==> src/rtl/aes_sched_pkg.sv <==
// Shared types and constants for the round-robin AES core scheduler.
package aes_sched_pkg;

    localparam int unsigned AES_BLK_W       = 128;
    localparam int unsigned TIMEOUT_DEFAULT = 64;

    typedef enum logic [1:0] {
        IDLE,
        LOAD,
        BUSY,
        RESP
    } sched_state_e;

endpackage

==> src/rtl/aes_encrypt_sched_arbiter.sv <==
// Combinational round-robin arbiter: grants the first asserted request at or
// after ptr, wrapping modulo N.
module rr_arbiter #(
    parameter int unsigned N  = 4,
    parameter int unsigned IW = $clog2(N)
) (
    input  logic [N-1:0]  req,
    input  logic [IW-1:0] ptr,
    output logic [N-1:0]  gnt,
    output logic [IW-1:0] gnt_id
);

    logic [IW-1:0] idx;
    int unsigned   idx_full;
    logic          found;

    always_comb begin
        gnt      = '0;
        gnt_id   = '0;
        found    = 1'b0;
        idx      = '0;
        idx_full = 0;
        for (int unsigned k = 0; k < N; k++) begin
            idx_full = 32'(ptr) + k;
            if (idx_full >= N) begin
                idx_full = idx_full - N;
            end
            idx = IW'(idx_full);
            if (!found && req[idx]) begin
                found    = 1'b1;
                gnt[idx] = 1'b1;
                gnt_id   = idx;
            end
        end
    end

endmodule

==> src/rtl/aes_encrypt_sched.sv <==
// Round-robin scheduler sharing one iterative aes_encrypt core between NREQ
// requesters. Optional BUSY watchdog enabled by defining AES_SCHED_WATCHDOG_EN.
module aes_encrypt_sched
    import aes_sched_pkg::*;
#(
    parameter int unsigned NREQ    = 4,
    parameter int unsigned IDW     = $clog2(NREQ),
    parameter int unsigned TIMEOUT = TIMEOUT_DEFAULT
) (
    input  logic                      clk,
    input  logic                      rst_n,
    input  logic [NREQ-1:0]           req_valid,
    input  logic [AES_BLK_W*NREQ-1:0] req_pt,
    output logic [NREQ-1:0]           req_ready,
    output logic                      rsp_valid,
    input  logic                      rsp_ready,
    output logic [IDW-1:0]            rsp_id,
    output logic [AES_BLK_W-1:0]      rsp_ct,
    output logic                      rsp_err,
    output logic                      core_load,
    output logic [AES_BLK_W-1:0]      core_pt,
    input  logic [AES_BLK_W-1:0]      core_ct,
    input  logic                      core_valid
);

    sched_state_e         state_q, state_d;
    logic [IDW-1:0]       rr_ptr_q, rr_ptr_d;
    logic [IDW-1:0]       id_q, id_d;
    logic [AES_BLK_W-1:0] core_pt_q, core_pt_d;
    logic [AES_BLK_W-1:0] rsp_ct_q, rsp_ct_d;
    logic                 core_load_q, core_load_d;
    logic                 rsp_valid_q, rsp_valid_d;
    logic                 rsp_err_q, rsp_err_d;
    logic [NREQ-1:0]      arb_gnt;
    logic [IDW-1:0]       arb_id;
    logic                 grant;
    logic                 wd_expired;

`ifdef AES_SCHED_WATCHDOG_EN
    localparam int unsigned WDW = $clog2(TIMEOUT + 1);
    logic [WDW-1:0] wd_q, wd_d;
    assign wd_expired = (wd_q == WDW'(TIMEOUT));
`else
    assign wd_expired = 1'b0;
`endif

    rr_arbiter #(.N(NREQ), .IW(IDW)) u_arb (
        .req    (req_valid),
        .ptr    (rr_ptr_q),
        .gnt    (arb_gnt),
        .gnt_id (arb_id)
    );

    // Gated by rst_n so no grant is offered while reset is held.
    assign req_ready = (state_q == IDLE && rst_n) ? arb_gnt : '0;
    assign grant     = |req_ready;

    always_comb begin
        state_d     = state_q;
        rr_ptr_d    = rr_ptr_q;
        id_d        = id_q;
        core_pt_d   = core_pt_q;
        rsp_ct_d    = rsp_ct_q;
        core_load_d = 1'b0;
        rsp_valid_d = rsp_valid_q;
        rsp_err_d   = rsp_err_q;
`ifdef AES_SCHED_WATCHDOG_EN
        wd_d        = wd_q;
`endif
        unique case (state_q)
            IDLE: begin
                if (grant) begin
                    for (int unsigned i = 0; i < NREQ; i++) begin
                        if (arb_gnt[i]) begin
                            core_pt_d = req_pt[i*AES_BLK_W +: AES_BLK_W];
                        end
                    end
                    id_d        = arb_id;
                    rr_ptr_d    = (arb_id == IDW'(NREQ - 1)) ? '0 : arb_id + 1'b1;
                    core_load_d = 1'b1;
                    state_d     = LOAD;
                end
            end
            LOAD: begin
                state_d = BUSY;
`ifdef AES_SCHED_WATCHDOG_EN
                wd_d    = '0;
`endif
            end
            BUSY: begin
                // A core result on the limit cycle takes priority over the abort.
                if (core_valid) begin
                    rsp_ct_d    = core_ct;
                    rsp_err_d   = 1'b0;
                    rsp_valid_d = 1'b1;
                    state_d     = RESP;
                end else if (wd_expired) begin
                    rsp_ct_d    = '0;
                    rsp_err_d   = 1'b1;
                    rsp_valid_d = 1'b1;
                    state_d     = RESP;
                end else begin
`ifdef AES_SCHED_WATCHDOG_EN
                    wd_d = wd_q + 1'b1;
`endif
                end
            end
            RESP: begin
                if (rsp_ready) begin
                    rsp_valid_d = 1'b0;
                    rsp_err_d   = 1'b0;
                    state_d     = IDLE;
                end
            end
            default: state_d = IDLE;
        endcase
    end

    always_ff @(posedge clk or negedge rst_n) begin
        if (!rst_n) begin
            state_q     <= IDLE;
            rr_ptr_q    <= '0;
            id_q        <= '0;
            core_pt_q   <= '0;
            rsp_ct_q    <= '0;
            core_load_q <= 1'b0;
            rsp_valid_q <= 1'b0;
            rsp_err_q   <= 1'b0;
`ifdef AES_SCHED_WATCHDOG_EN
            wd_q        <= '0;
`endif
        end else begin
            state_q     <= state_d;
            rr_ptr_q    <= rr_ptr_d;
            id_q        <= id_d;
            core_pt_q   <= core_pt_d;
            rsp_ct_q    <= rsp_ct_d;
            core_load_q <= core_load_d;
            rsp_valid_q <= rsp_valid_d;
            rsp_err_q   <= rsp_err_d;
`ifdef AES_SCHED_WATCHDOG_EN
            wd_q        <= wd_d;
`endif
        end
    end

    assign core_load = core_load_q;
    assign core_pt   = core_pt_q;
    assign rsp_valid = rsp_valid_q;
    assign rsp_id    = id_q;
    assign rsp_ct    = rsp_ct_q;
    assign rsp_err   = rsp_err_q;

endmodule

==> config.mk <==
export PLATFORM = sky130hd
export DESIGN_NAME = aes_encrypt_sched
export DESIGN_NICKNAME = d
export VERILOG_FILES = /design/src/rtl/aes_sched_pkg.sv /design/src/rtl/aes_encrypt_sched_arbiter.sv /design/src/rtl/aes_encrypt_sched.sv
export SDC_FILE = /design/constraint.sdc
export NUM_CORES = 1
export LEC_CHECK = 0
export CAP_MARGIN = 40
export CORE_AREA = 2 2 355 357
export DETAILED_ROUTE_END_ITERATION = 6
export DIE_AREA = 0 0 357 359
export GPL_TIMING_DRIVEN = 0
export MAX_ROUTING_LAYER = met4
export PLACE_DENSITY_LB_ADDON = 0.12
export SLEW_MARGIN = 20
export SYNTH_ARGS = -nofsm -noshare
export SYNTH_HDL_FRONTEND = slang
export SYNTH_SLANG_ARGS = --single-unit
==> constraint.sdc <==
create_clock -name clk -period 5.95 [get_ports clk]
set_input_delay 1.19 -clock clk [delete_from_list [all_inputs] [get_ports clk]]
set_output_delay 1.19 -clock clk [all_outputs]
set_load 0.02 [all_outputs]
# ---- Yosys cells after proc, flatten, opt, wreduce, memory -nomap -nowiden
# Index checks and enable logic that the tools add are counted.
dict set report op_classes {
  addsub 8
  magnitude_cmp 12
  eq_ne 7
  muxes 48
  bitwise 3
  n_reduce_logical 20
}
# cell n
set ops {}
lappend ops {{128-bit 2-to-1 mux} 4}
lappend ops {{2-bit 2-to-1 mux} 12}
lappend ops {{4-bit 2-to-1 mux} 5}
lappend ops {{1-bit 2-to-1 mux} 16}
lappend ops {{2-bit by 3-bit < comparator with 1-bit output (second input constant)} 4}
lappend ops {{4-bit bitwise OR} 3}
lappend ops {{3-bit >= comparator (second input constant)} 3}
lappend ops {{3-bit AND reduction} 3}
lappend ops {{1-bit binary-select mux with 2-bit select} 4}
lappend ops {{1-bit demux with 2-bit select} 4}
lappend ops {{2-bit by 1-bit >= comparator with 1-bit output (second input constant)} 4}
lappend ops {{1-bit logical AND} 8}
lappend ops {{2-bit case mux with 4 select lines} 1}
lappend ops {{2-bit by 1-bit subtractor with 2-bit output (second input constant)} 4}
lappend ops {{2-bit by 2-bit adder with 3-bit output (second input constant)} 2}
lappend ops {{2-bit == test (second input constant)} 3}
lappend ops {{2-bit != test (second input constant)} 3}
lappend ops {{1-bit case mux with 2 select lines} 2}
lappend ops {{2-bit AND reduction} 2}
lappend ops {{4-bit nonzero test} 1}
lappend ops {{4-bit OR reduction} 1}
lappend ops {{2-bit by 1-bit adder with 3-bit output (second input constant)} 1}
lappend ops {{2-bit by 3-bit >= comparator with 1-bit output (second input constant)} 1}
lappend ops {{1-bit logical NOT} 3}
lappend ops {{other kinds (4)} 4}
dict set report word_totals {
  reg_bits 265
  in_bits 648
  word_cells 106
}

# ---- Logic depth before layout (Yosys ltp)
# Gate-level depths: netlist of run 1.
dict set report logic_depth {
  word_depth 18
  mapped_depth 13
}

# ---- By module
# A second synthesis of run 1 with hierarchy kept.
dict set report unflattened {
  cells_unflattened 1114
  area_unflattened_um2 13618.1
}
# module instances cells_each area_each_um2 seq_area_each_um2
set modules_own_cells {}
lappend modules_own_cells {aes_encrypt_sched 1 1066 13213.9 6606.3}
lappend modules_own_cells {rr_arbiter 1 48 404.1 0.0}

# ---- Worst setup path before layout of run 1
# Ideal clock, no wire load.
dict set report synth_path {
  path_kind {input -> output}
  startpoint {input req_valid[2]}
  endpoint {output req_ready[3]}
  arrival_ps 3257
  slack_ps 1503
  stages 8
  path_buffers 3
  cell_sequence {mux4_2 buf_6 or3b_1 a22o_1 and2_1 buf_2 clkbuf_1 nor2_1}
}
dict set report synth_between {
  elab_chain_cells 13
  word_cells_on_any_way 25
  cone_classes {mux: 16; bitwise: 3; reduce/logical: 6}
}
# element line_no
set synth_lines {}
lappend synth_lines {{start: declaration} aes_encrypt_sched.sv:12} ;# input logic [NREQ-1:0] req_valid,
lappend synth_lines {{1-bit binary-select mux with 2-bit select} aes_encrypt_sched_arbiter.sv:29} ;# if (!found && req[idx]) begin
lappend synth_lines {{1-bit 2-to-1 mux (implied by the code)} aes_encrypt_sched_arbiter.sv:29}
lappend synth_lines {{1-bit 2-to-1 mux} aes_encrypt_sched_arbiter.sv:29}
lappend synth_lines {{1-bit logical NOT} aes_encrypt_sched_arbiter.sv:29}
lappend synth_lines {{1-bit logical AND} aes_encrypt_sched_arbiter.sv:29}
lappend synth_lines {{1-bit 2-to-1 mux} aes_encrypt_sched_arbiter.sv:29}
lappend synth_lines {{1-bit logical NOT} aes_encrypt_sched_arbiter.sv:29}
lappend synth_lines {{1-bit logical AND} aes_encrypt_sched_arbiter.sv:29}
lappend synth_lines {{1-bit 2-to-1 mux} aes_encrypt_sched_arbiter.sv:29}
lappend synth_lines {{1-bit logical NOT} aes_encrypt_sched_arbiter.sv:29}
lappend synth_lines {{1-bit logical AND} aes_encrypt_sched_arbiter.sv:29}
lappend synth_lines {{4-bit 2-to-1 mux *} aes_encrypt_sched_arbiter.sv:29}
lappend synth_lines {{4-bit 2-to-1 mux *} aes_encrypt_sched.sv:55} ;# assign req_ready = (state_q == IDLE && rst_n) ? arb_gnt : '0;
lappend synth_lines {{end: declaration} aes_encrypt_sched.sv:14} ;# output logic [NREQ-1:0] req_ready,
# Every way passes the cells marked *; elsewhere a longest branch is shown, timed or not. The select of a mux whose other input is x is not followed.

# ---- Worst setup path after layout of run 1
dict set report layout_path {
  startpoint {input req_valid[2]}
  endpoint {output req_ready[1]}
}
# Same word-level chain as after synthesis.

==> impl_metrics.json, run 1 <==
{
  "hold_buffers": 0,
  "cp.arrival_ns": 4.49,
  "row_count": 130,
  "die_width_microns": 357,
  "grt_max_degree": 80,
  "worst_slew_margin_rel_pct": 46.4,
  "grt_pass1_vias": 19700,
  "worst_pin_slew_ns": 0.804,
  "grt_pass1_wl_microns": 158000,
  "io_pins": 913,
  "r2r_slack_ns": 1.65,
  "syn_nets": 2236,
  "ys.flop_type": "dfrtp_1",
  "cts_max_path_buffers": 3,
  "worstPathMaxFanout": 10,
  "cp_data_required_time_ns": 4.76,
  "viasPerCell": 4.16,
  "start_kind": "primary input",
  "yosys.area_share.adder_pct": 0.702,
  "rsz0062_at_grt": "false",
  "finalSetupViolCount": 0,
  "crit_chain": "clkdlybuf4s50_1 -> mux4_2 -> buf_6 -> or3b_1 -> a22oi_4 -> buf_4 -> buf_2 -> nor2_1 -> nor2_1 -> clkdlybuf4s50_1",
  "muxShareOfSynthArea_pct": 9.87,
  "total_leakage_power_nw": 11.3,
  "synth.distinct_cells": 51,
  "yosysSeqAreaShare_pct": 41.2,
  "numClockSinks": 264,
  "grtUsageMet1_pct": 18.8,
  "max-cap-violations": 0,
  "synth_simple_gate_area_share_pct": 7.42,
  "cts_buffers": 41,
  "dp_hpwl_microns": 93600,
  "core_area_sq_mm": 0.125,
  "numPortBuffers": 911,
  "wirelength_microns": 116000,
  "cts_tree": "built",
  "drt_iter0_markers": 902,
  "drc_errors": 0,
  "area_growth_syn_to_layout_pct": 80.3,
  "grt_usage_pct": 18.0,
  "total_power_w": 0.0167,
  "ys_ff_latch": 264,
  "status": "complete, no violations",
  "cts_root_buf": "clkbuf_16",
  "synth-compound-area-share_pct": 31.5,
  "vdd_drop_max_uv": 230,
  "powerDensity_mw_per_mm2": 576,
  "clk_latency_ns": 0.59,
  "synth_warnings": 0,
  "clock.fmax_ghz": 0.176,
  "route.vias.total": 17800,
  "criticalPathCategory": "primary input to output pin",
  "synth_edf_count": 0,
  "synth_top_area_cell": "dfrtp_1",
  "synth_async_sr_flop_share_pct": 100,
  "ant_nets": 0,
  "antenna_found_initial": 53,
  "fin_area_sq_mm": 0.0289,
  "min_path_type": "flip-flop to flip-flop",
  "synth_top_family_by_area": "compound AO/OA/AOI/OAI gates",
  "syn_avg_cell_area_sq_um": 10.2,
  "synth_area_sq_mm": 0.0160,
  "fin_crit_sh_pct": 95.4,
  "slew_viol_final": 0,
  "htreeDepth": 2,
  "critPathMaxStageDelay_ns": 0.62,
  "initial_utilization_pct": 12.9,
  "post_drt_wl_per_cell_microns": 27.2,
  "ys_top_cells_by_area": "dfrtp_1 (41%), mux2_2 (9.1%), a32oi_1 (7.0%), o311ai_1 (6.5%), a21o_1 (6.0%)",
  "hold_violations": 0,
  "first_pass_iters": 5,
  "netlist_instances": 1579,
  "dieArea_sq_mm": 0.128,
  "synth_xor_area_share_pct": 0.0546,
  "cp_top_family": "buffers and inverters",
  "busiest_layer": "met2",
  "slowest_stage": "clkdlybuf4s50_1",
  "synth_top_area_share_pct": 41.2,
  "clk_pin_slew_ns": 0.05,
  "critical_path_buf_inv_count": 5,
  "globalRouteMet2Util_pct": 31.8,
  "fp.dieH_microns": 359,
  "nets": 3204,
  "use_met3_pct": 6.60,
  "place_area_sq_mm": 0.0274,
  "end_kind": "output pin",
  "overflow": 0,
  "fin_crit_ns": 5.68,
  "routabilityCongestion": 0.860,
  "fin_skew_ns": 0.0256,
  "drive_above_1_share_pct": 12.4
}
## synthesized netlist by cell type (all sizes together) (3+ instances only)
| master | n |
|---|---|
| dfrtp | 264 |
| inv | 140 |
| a21oi | 134 |
| mux2 | 130 |
| a21o | 129 |
| nor3b | 129 |
| o311ai | 129 |
| a32oi | 128 |
| o21a | 128 |
| buf | 108 |
| clkbuf | 80 |
| nand2 | 11 |
| ha | 9 |
| nor2 | 8 |
| o21ai | 6 |
| mux4 | 4 |
| a22oi | 3 |
| and2 | 3 |
| mux2i | 3 |
| nand3b | 3 |
| or3b | 3 |
## layout by cell type (no fill, tap or decap), types with 9 or more instances in the layout
cell,synthesis,layout
clkdlybuf4s50_1,0,910
dfrtp_1,264,264
inv_1,139,139
a21oi_1,134,134
mux2_2,130,130
a21o_1,129,129
nor3b_1,129,129
a32oi_1,128,128
o21a_1,128,128
o311ai_1,119,119
clkbuf_1,80,82
buf_2,59,61
diode_2,0,45
clkbuf_16,0,41
buf_4,22,23
buf_6,14,21
buf_1,13,13
clkbuf_8,0,13
nand2_1,10,10
o311ai_0,10,10
ha_1,9,9
## worst paths after layout
path,from,to,cells after the start
max,req_valid[2],req_ready[1],10
min reg2reg,rsp_ct[62]$_DFFE_PN0P_,rsp_ct[62]$_DFFE_PN0P_,1
max in group asynchronous,rst_n,core_pt[104]$_DFFE_PN0P_,3
min in group asynchronous,rst_n,rr_ptr_q[1]$_DFFE_PN0P_,1
min,rsp_ct[62]$_DFFE_PN0P_,rsp_ct[62]$_DFFE_PN0P_,1
max reg2reg,flip-flop,core_pt[59]$_DFFE_PN0P_,13
## state kept, by name, summed over array words and instances, names as in the netlist, named ones only
name	cells
rr_ptr_q	1
rsp_id	2
core_pt	128
core_load	1
state_q	2
rsp_valid	1
rsp_ct	128
## what timing repair did
action	4_1_cts	5_1_grt
resized for setup	2	2
buffers inserted	1	0
setup endpoints to repair	1	2
pin swaps	1	0
## power by group
| group | internal, W | switching (W) |
|---|---|---|
| registers | 0.00269 | 0.000576 |
| logic | 0.00435 | 0.00656 |
| clock network | 0.00151 | 0.000987 |
| total | 0.00855 | 0.00812 |
## layout make-up
| type | instances | area (sq um) |
|---|---|---|
| antenna | 45 | 113 |
| multi-input combinational | 987 | 7950 |
| tap | 1650 | 2060 |
| inverter | 140 | 526 |
| clock inverter | 9 | 113 |
| timing repair buffer | 926 | 9350 |
| clock buffer | 61 | 1230 |
| sequential | 264 | 6610 |
| buffer | 187 | 975 |
| fill | 13600 | 95700 |
## layer usage
layer / vias up / part of all wire, %
met5: - / 0
li1: 8009 / -
met4: 0 / 2.3
met2: 805 / 51
met3: 116 / 9.2
met1: 8828 / 38
## worst reg2reg max path, cell delays in order, from the launching register on
cell      delay, ns
dfrtp_1        0.39
buf_6          0.15
clkbuf_2       0.21
inv_1          0.14
ha_1           0.40
mux4_2         0.40
buf_6          0.17
or3b_1         0.35
a22o_1         0.21
and2_1         0.29
nand3_1        0.31
buf_2          0.54
buf_2          0.41
a32oi_1        0.16
## metrics by stage
step	std cells	TNS (ns)	worst slack [ns]	hold slack (ns)	utilization (%)
3_5_place_dp	4153	-0.373	-0.373	0.492	22.0
4_1_cts	4223	0	0.0540	0.505	23.1
5_1_grt	4266	0	0.0533	0.517	23.2
3_3_place_gp	4140	-4313.95	-13.11	0.491	21.9
2_1_floorplan	1579	0	1.50	0.585	-
6_report	4269	0	0.274	0.501	23.2
## cells by family after synthesis
kind of cell / Yosys count
buffers and inverters: 328
other: 1
and+or+nand+nor: 168
DFF: 264
xor gates and xnor gates: 1
AOI/OAI and AO/OA: 671
muxes: 137
adders and majority gates: 9
No activity file was read; power rests on OpenSTA's default activity.
==> inputs of run 2 (changes only) <==
CORE_AREA = 2 2 357 359   (was 2 2 355 357)
DIE_AREA = 0 0 359 361   (was 0 0 357 359)
clock period = 5 ns   (was 5.95 ns; I/O delays follow)
==> run 2 against run 1 <==
Against the previous run:
- sequential power is 17% higher
- final cell count is 0.12% lower
- final area is 0.18% higher
- flip-flop and latch count stayed put
- routed wire length is 5.3% lower
- combinational power is 19% higher
- sequential share of layout area hardly changed
- highest routed layer unchanged
- total power is 19% higher
- clock power is 21% higher
- die area is 1.1% higher
- via count hardly changed
- count of clock-buffer cells in the layout is 10 lower
- largest power group unchanged
==> impl_metrics.json, run 2 (synthesis gave the netlist of run 1 again) <==
{
  "drt_iter0_markers": 875,
  "slew_viol_final": 0,
  "overflow": 0,
  "start_kind": "primary input",
  "grt_max_degree": 89,
  "grtUsageMet1_pct": 18.0,
  "initial_utilization_pct": 12.8,
  "tns_ns": 0,
  "post_drt_wl_per_cell_microns": 25.8,
  "clk_latency_ns": 0.59,
  "grt_pass1_vias": 19600,
  "final_common_cell": "clkdlybuf4s50_1",
  "cts_max_path_buffers": 3,
  "dieArea_sq_mm": 0.130,
  "min_path_type": "primary input to asynchronous set/reset pin",
  "worst_slew_margin_rel_pct": 41.7,
  "slowest_stage": "mux4_2",
  "use_met3_pct": 6.37,
  "busiest_layer": "met2",
  "crit_chain": "clkdlybuf4s50_1 -> mux4_2 -> nor4b_4 -> buf_6 -> and2_1 -> buf_4 -> buf_8 -> buf_4 -> nor2_1 -> nor2_1 -> clkdlybuf4s15_2",
  "worstPathMaxFanout": 10,
  "antenna_found_initial": 41,
  "clock.fmax_ghz": 0.210,
  "fin_crit_ns": 4.75,
  "worst_pin_slew_ns": 0.874,
  "drive_above_1_share_pct": 12.8,
  "numClockSinks": 264,
  "grt_pass1_wl_microns": 152000,
  "clk_pin_slew_ns": 0.06,
  "fp.dieH_microns": 361,
  "fin_skew_ns": 0.0302,
  "max-cap-violations": 0,
  "critPathLaunch": "req_valid[2]",
  "globalRouteMet2Util_pct": 29.5,
  "cts_root_buf": "clkbuf_16",
  "cp.arrival_ns": 3.75,
  "numPortBuffers": 911,
  "route.vias.total": 17700,
  "total_leakage_power_nw": 11.3,
  "nets": 3203,
  "critPathMaxStageDelay_ns": 0.58,
  "grt_usage_pct": 16.8,
  "area_growth_syn_to_layout_pct": 80.6,
  "hold_buffers": 0,
  "end_kind": "output pin",
  "core_area_sq_mm": 0.125,
  "drc_errors": 0,
  "cts_tree": "built",
  "fin_crit_sh_pct": 95.0,
  "viasPerCell": 4.16,
  "ant_nets": 0,
  "rsz0062_at_grt": "false",
  "criticalPathCategory": "primary input to output pin",
  "row_count": 130,
  "vdd_drop_max_uv": 406,
  "powerDensity_mw_per_mm2": 683,
  "cp_data_required_time_ns": 4.00,
  "routabilityCongestion": 0.873,
  "dp_hpwl_microns": 89400,
  "cts_buffers": 39,
  "wirelength_microns": 110000,
  "htreeDepth": 2,
  "final.fill_count": 13500,
  "final_cell_mix": "clkdlybuf4s50_1 (908), dfrtp_1 (264), inv_1 (138), a21oi_1 (134), mux2_2 (130)",
  "hold_violations": 0,
  "io_pins": 913,
  "first_pass_iters": 5,
  "die_width_microns": 359,
  "finalSetupViolCount": 0,
  "total_power_w": 0.0198,
  "status": "complete, no violations"
}
run 2: cell types whose count changed in the layout (fill, tap and decap cells not counted), moves of 3 or more:
cell / change
clkbuf_8: -6
diode_2: -6
clkinv_2: +5
clkbuf_1: -4
bufinv_16: +3
clkinvlp_4: +3
run 2: stage by stage:
stage / hold slack (ns) / area, sq um / utilization [%] / cells / worst slack (ns)
after CTS: 0.222 / 28800 / 23.0 / 4221 / 0.00886
after detailed placement: 0.492 / 27400 / 21.9 / 4151 / -0.893
final: 0.289 / 29000 / 23.1 / 4264 / 0.249
after global placement: 0.488 / 27200 / 21.7 / 4140 / -13.66
after global routing: 0.245 / 29000 / 23.1 / 4260 / 0.0119
after floorplan: 0.585 / 16000 / - / 1579 / 0.812
run 2: worst max-delay path: cells and delay by family:
family        cells  cell delay (ns)
mux               1             0.58
simple gates      4             0.62
buf+inv           6             1.53
run 2: what timing repair did:
item | 4_1_cts | 5_1_grt
hold endpoints to repair | 0 | 0
setup endpoints to repair | 4 | 4
pin swaps | 2 | 1
resized for setup | 14 | 5
buffers inserted | 2 | 3
cloned | 0 | 0
run 2: worst paths after layout:
check	endpoint	slack [ns]	cells past startpoint
min in group clk	rsp_ct[117]$_DFFE_PN0P_	0.50	1
worst max-delay path	req_ready[1]	0.25	11
worst max register to register	core_pt[57]$_DFFE_PN0P_	0.66	14
worst min register to register	rsp_ct[117]$_DFFE_PN0P_	0.50	1
max in group asynchronous	rsp_ct[121]$_DFFE_PN0P_	3.40	3
worst min-delay path	core_pt[53]$_DFFE_PN0P_	0.29	1
run 2: metal layers:
metal / share of wire, % / vias to the layer above
met5: 0 / -
met4: 1.9 / 0
met3: 8.6 / 108
met2: 51 / 715
met1: 39 / 8905
li1: - / 8013
run 2: area by class of cell:
cell class / instances / area (sq um) / share of cell area [%]
Clock inverter: 19 / 249 / 0.859
Tap cell: 1650 / 2060 / 7.12
Antenna cell: 39 / 97.6 / 0.337
Multi-Input combinational cell: 987 / 7960 / 27.5
Buffer: 186 / 990 / 3.42
Timing Repair Buffer: 928 / 9370 / 32.3
Sequential cell: 264 / 6610 / 22.8
Inverter: 140 / 526 / 1.81
Clock buffer: 51 / 1110 / 3.84
run 2: report_power, final:
part / switching [W] / total [W] / internal (W)
logic: 0.00775 / 0.0130 / 0.00522
registers: 0.000619 / 0.00382 / 0.00320
clock network: 0.00118 / 0.00301 / 0.00183
total: 0.00955 / 0.0198 / 0.0103
